$ cat config.mk
export PLATFORM = sky130hd
export DESIGN_NAME = instr_exec_reader
export DESIGN_NICKNAME = d
export VERILOG_FILES = /design/src/rtl/instr_exec_reader_pkg.sv /design/src/rtl/instr_exec_reader.sv
export SDC_FILE = /design/constraint.sdc
export NUM_CORES = 2
export LEC_CHECK = 0
export BUFFER_PORTS_ARGS = -buffer_cell sky130_fd_sc_hd__buf_4
export CORE_MARGIN = 4
export CORE_UTILIZATION = 45
export DETAILED_ROUTE_END_ITERATION = 16
export GPL_TIMING_DRIVEN = 0
export HOLD_SLACK_MARGIN = 0.02
export PLACE_DENSITY = 0.65
export SYNTH_ARGS = -nofsm -noshare
export SYNTH_HDL_FRONTEND = slang
export SYNTH_SLANG_ARGS = --single-unit
$ cat constraint.sdc
create_clock -name clk_i -period 9.05 [get_ports clk_i]
set_clock_uncertainty 0.2 [all_clocks]
set_input_delay 0.4525 -clock clk_i [delete_from_list [all_inputs] [get_ports clk_i]]
set_output_delay 0.4525 -clock clk_i [all_outputs]
set_load 0.01 [all_outputs]
$ cat src/rtl/instr_exec_reader_pkg.sv
// Instruction types shared with instr_register: opcode, operands and the packed instruction word.
package instr_exec_reader_pkg;

  typedef enum logic [3:0] {
    ZERO  = 4'd0,
    PASSA = 4'd1,
    PASSB = 4'd2,
    ADD   = 4'd3,
    SUB   = 4'd4,
    MULT  = 4'd5,
    DIV   = 4'd6,
    MOD   = 4'd7
  } opcode_t;

  typedef logic signed [31:0] operand_t;

  typedef struct packed {
    opcode_t  opc;
    operand_t op_a;
    operand_t op_b;
  } instruction_t;

endpackage

$ cat src/rtl/instr_exec_reader.sv
// instr_exec_reader: walks an index range of the instruction register, executes each entry
// and offers the results one at a time on a valid/ready port.
// Optional feature: define INSTR_EXEC_DIV_EN to build the DIV/MOD datapath; without it DIV/MOD
// report div_err with a zero result.
module instr_exec_reader
  import instr_exec_reader_pkg::*;
#(
  parameter int unsigned DEPTH = 32,
  parameter int unsigned IDX_W = $clog2(DEPTH)
) (
  input  logic                clk_i,
  input  logic                reset_en_i,
  input  logic                start_i,
  input  logic [IDX_W-1:0]    start_index_i,
  input  logic [IDX_W:0]      num_instr_i,
  output logic [IDX_W-1:0]    read_index_o,
  input  instruction_t        instruction_i,
  output logic                result_valid_o,
  input  logic                result_ready_i,
  output logic signed [63:0]  result_o,
  output logic [IDX_W-1:0]    result_index_o,
  output opcode_t             result_opc_o,
  output logic                div_err_o,
  output logic                busy_o,
  output logic                done_o
);

  typedef enum logic [2:0] {StIdle, StFetch, StExec, StOut, StDone} state_e;

  state_e             state_q, state_d;
  logic [IDX_W-1:0]   idx_q, idx_d;
  logic [IDX_W:0]     rem_q, rem_d;
  logic signed [63:0] res_q, res_d;
  logic [IDX_W-1:0]   res_idx_q, res_idx_d;
  opcode_t            opc_q, opc_d;
  logic               err_q, err_d;

  logic signed [63:0] a64, b64, alu_res;
  logic               alu_err;
  logic [IDX_W:0]     num_clamped;

  assign num_clamped = (num_instr_i > (IDX_W+1)'(DEPTH)) ? (IDX_W+1)'(DEPTH) : num_instr_i;

  // Execute the instruction currently presented by the register.
  always_comb begin
    a64     = {{32{instruction_i.op_a[31]}}, instruction_i.op_a};
    b64     = {{32{instruction_i.op_b[31]}}, instruction_i.op_b};
    alu_res = '0;
    alu_err = 1'b0;
    case (instruction_i.opc)
      ZERO:  alu_res = '0;
      PASSA: alu_res = a64;
      PASSB: alu_res = b64;
      ADD:   alu_res = a64 + b64;
      SUB:   alu_res = a64 - b64;
      MULT:  alu_res = a64 * b64;  // 32x32 signed product always fits in 64 bits
`ifdef INSTR_EXEC_DIV_EN
      DIV: begin
        if (b64 == '0) alu_err = 1'b1;
        else           alu_res = a64 / b64;
      end
      MOD: begin
        if (b64 == '0) alu_err = 1'b1;
        else           alu_res = a64 % b64;
      end
`else
      DIV:   alu_err = 1'b1;
      MOD:   alu_err = 1'b1;
`endif
      default: alu_err = 1'b1;
    endcase
  end

  // Next-state logic for the run sequencer and the result holding registers.
  always_comb begin
    state_d   = state_q;
    idx_d     = idx_q;
    rem_d     = rem_q;
    res_d     = res_q;
    res_idx_d = res_idx_q;
    opc_d     = opc_q;
    err_d     = err_q;
    unique case (state_q)
      StIdle: begin
        if (start_i) begin
          idx_d   = start_index_i;
          rem_d   = num_clamped;
          state_d = (num_clamped == '0) ? StDone : StFetch;
        end
      end
      StFetch: state_d = StExec;
      StExec: begin
        res_d     = alu_res;
        err_d     = alu_err;
        opc_d     = instruction_i.opc;
        res_idx_d = idx_q;
        state_d   = StOut;
      end
      StOut: begin
        if (result_ready_i) begin
          rem_d = rem_q - 1'b1;
          if (rem_q == (IDX_W+1)'(1)) begin
            state_d = StDone;
          end else begin
            idx_d   = (idx_q == IDX_W'(DEPTH - 1)) ? '0 : idx_q + 1'b1;
            state_d = StFetch;
          end
        end
      end
      StDone: state_d = StIdle;
      default: state_d = StIdle;
    endcase
  end

  // State registers with synchronous active-low reset.
  always_ff @(posedge clk_i) begin
    if (!reset_en_i) begin
      state_q   <= StIdle;
      idx_q     <= '0;
      rem_q     <= '0;
      res_q     <= '0;
      res_idx_q <= '0;
      opc_q     <= ZERO;
      err_q     <= 1'b0;
    end else begin
      state_q   <= state_d;
      idx_q     <= idx_d;
      rem_q     <= rem_d;
      res_q     <= res_d;
      res_idx_q <= res_idx_d;
      opc_q     <= opc_d;
      err_q     <= err_d;
    end
  end

  assign read_index_o   = idx_q;
  assign result_valid_o = (state_q == StOut);
  assign result_o       = res_q;
  assign result_index_o = res_idx_q;
  assign result_opc_o   = opc_q;
  assign div_err_o      = err_q;
  assign busy_o         = (state_q == StFetch) || (state_q == StExec) || (state_q == StOut);
  assign done_o         = (state_q == StDone);

endmodule

==> impl_metrics.toml <==
[routing]
drtIter0Drc = 3969
finalWirelength_um = 191000
detail_route.vias_per_cell = 5.89
wire_per_inst_um = 30.3
vias = 37200
drtAntennaViolNets = 0
drcViolationCount = 0
drt_first_pass_iters = 8

[sta]
relSlewSlack_pct = 19.0
tns_ns = 0
rsz0062_at_grt = "true"
hold_viol = 0
setup_ws_ns = 0.0714
fin_crit_ns = 8.98
max_freq_mhz = 111
period_share_pct = 99.2
tightest_slew_ns = 1.22
setup_violations = 0
final_max_slew_viol_count = 0
hold_ws_ns = 0.175

[place]
gp_congestion = 1.03
io_buffers = 161
dp_hpwl_um = 159000
pre_cts_slack_ns = -2.15

[logic_synthesis]
syn_area_mm2 = 0.0434
yosys-top-cells-count = "fa_1 (1084), inv_1 (1029), nand2_1 (597)"
ys_seq_area_share_pct = 4.06
yosys_warnings = 0
synth.avg_cell_area_um2 = 8.93
synthAdderAreaFrac_pct = 57.3
synth_compound_gate_area_share_pct = 9.74
synth_mux_area_share_pct = 0.0461
ys_async_sr_fraction_pct = 0
yosysTopAreaCell = "fa_1"
synth_nets = 6277
yosysMostFrequentCell = "fa_1"
synthSimpleGateAreaFrac_pct = 16.0
synth_area_leaders = "fa_1 (50%), inv_1 (8.9%), ha_1 (7.3%)"
netlist_instances = 4857
synth_edf_count = 0
synth_top_family_by_area = "adder cells"
synth_seq_cells = 88
synth.top_cell.area_share_pct = 50.0
synth_xor_area_share_pct = 1.53
synth-main-ff-cell = "dfxtp_1"
synth_cell_types = 82

[global_routing]
grt_pass1_vias = 39500
grt_util_all_layers_pct = 38.1
antenna_found_initial = 22
grt_max_degree = 27
grt-ovfl-total = 0
grt_pass1_wl_um = 278000

[critical_path]
cpPeakStageDelay_ns = 0.81
crit_type = "in2reg"
slowest_stage = "clkbuf_1"
worstPathRequired_ns = 9.12
endpoint_kind = "register"
start_kind = "input port"
cp_max_fo = 10
path_cells = "buf_4 > clkbuf_1 > and2_1 > ha_1 > fa_1 > fa_2 > buf_12 > buf_4 > fa_1 > fa_1 > fa_1 > fa_1 > fa_1 > ha_1 > a21oi_1 > o21a_1 > o21ai_0 > a31oi_1 > inv_1 > o41ai_1 > nand2_1 > xor2_2 > a221oi_1 > nor2b_1"
worst_path_most_repeated_cell = "fa_1"
cp.arrival_ns = 9.04
ff2ff_path_depth = 8

[cells_and_area]
fin_util_pct = 49.1
nets = 6456
syn2layout_area_growth_pct = 7.91
drive_above_1_share_pct = 6.74

[cts]
clkTransAtPathRegs_ns = 0.08
clock-root-buffer = "clkbuf_16"
cts_buffers = 9
h-tree-depth = 3
clock_path_buffers = 2
ctsHoldBuffers = 0
cts_tree = "yes"
clk_latency_ns = 0.38
cts.sinks = 88

[floorplanning]
die_area_mm2 = 0.101
num_rows = 113
dieHeight_um = 319
start_util_pct = 45.5
boundaryPins = 165
die_w_um = 319
core_mm2 = 0.0953

[worst_hold_path]
min_path_cells = 3
hold_path_class = "in2reg"

[status]
status = "finished clean"

[run]
cap_violations = 0
[sequential cells by signal, indices dropped and copies added, names as in the netlist]
name and count:
result_o 64, state_q 3, rem_q 6, read_index_o 5
result_opc_o 4, result_index_o 5, div_err_o 1
[logic make-up after synthesis]
family,Yosys count
DFF,88
muxes,2
AOI/OAI and AO/OA,632
adders and majority gates,1337
xor gates and xnor gates,76
and+or+nand+nor,1417
buffers and inverters,1305
[per-layer routing]
metal / routed length (um) / GRT usage [%] / vias up / share of wire, %
li1: - / - / 15100 / -
met1: 71400 / 48.8 / 19300 / 37
met2: 82200 / 56.8 / 2261 / 43
met3: 21500 / 10.2 / 574 / 11
met4: 16100 / 25.2 / 4 / 8.4
met5: 21 / 0 / - / 0.011
[placed cells by master (no fill, tap or decap), drive strengths merged, types with 45 or more instances in the layout]
cell type	netlist	final
and2	477	477
fa	1084	1084
a21oi	168	168
nand2	597	597
buf	13	182
inv	1029	1031
a21o	55	55
ha	253	253
o21ai	126	126
nor2	162	162
clkbuf	259	265
dfxtp	88	88
xnor2	45	45
[critical path: cells and delay by family]
kind | cells | cell delay [ns]
compound gates | 6 | 1.72
simple gates | 3 | 0.53
buf+inv | 5 | 1.45
xor+xnor | 1 | 0.22
fa+ha+maj | 9 | 4.65
[worst paths after layout]
path                           from              end  slack (ns)
setup reg to reg         state_q[1]     result_o[59]        5.71
hold reg to reg        result_o[23]     result_o[23]        0.25
setup / recovery   instruction_i[0]     result_o[54]        0.07
hold / removal    instruction_i[67]  result_opc_o[3]        0.18
[what timing repair did]
item	in CTS	in global routing
resized for setup	39	228
setup buffers	8	2
endpoints found under the setup margin	27	25
cloned	0	0
pin swaps	2	2
[stage by stage]
stage | instances | instance area, um^2
after global routing | 6306 | 46800
after CTS | 6304 | 46600
final | 6314 | 46800
after global placement | 6283 | 46200
after detailed placement | 6284 | 46200
after floorplan | 4857 | 43400
[layout make-up]
type,count,area (um^2)
diodes,8,20.0
clock buffers,9,225
repair buffers,172,1300
clock inverters,7,70.1
inverters,1033,3890
fillers,9429,48500
plain buffers,268,1190
flip-flops and latches,88,1760
well taps,1265,1580
multi-input cells,3464,36800
Power is not shown: default switching activity piles up to over one toggle a cycle in this logic, so the estimate is an artifact.
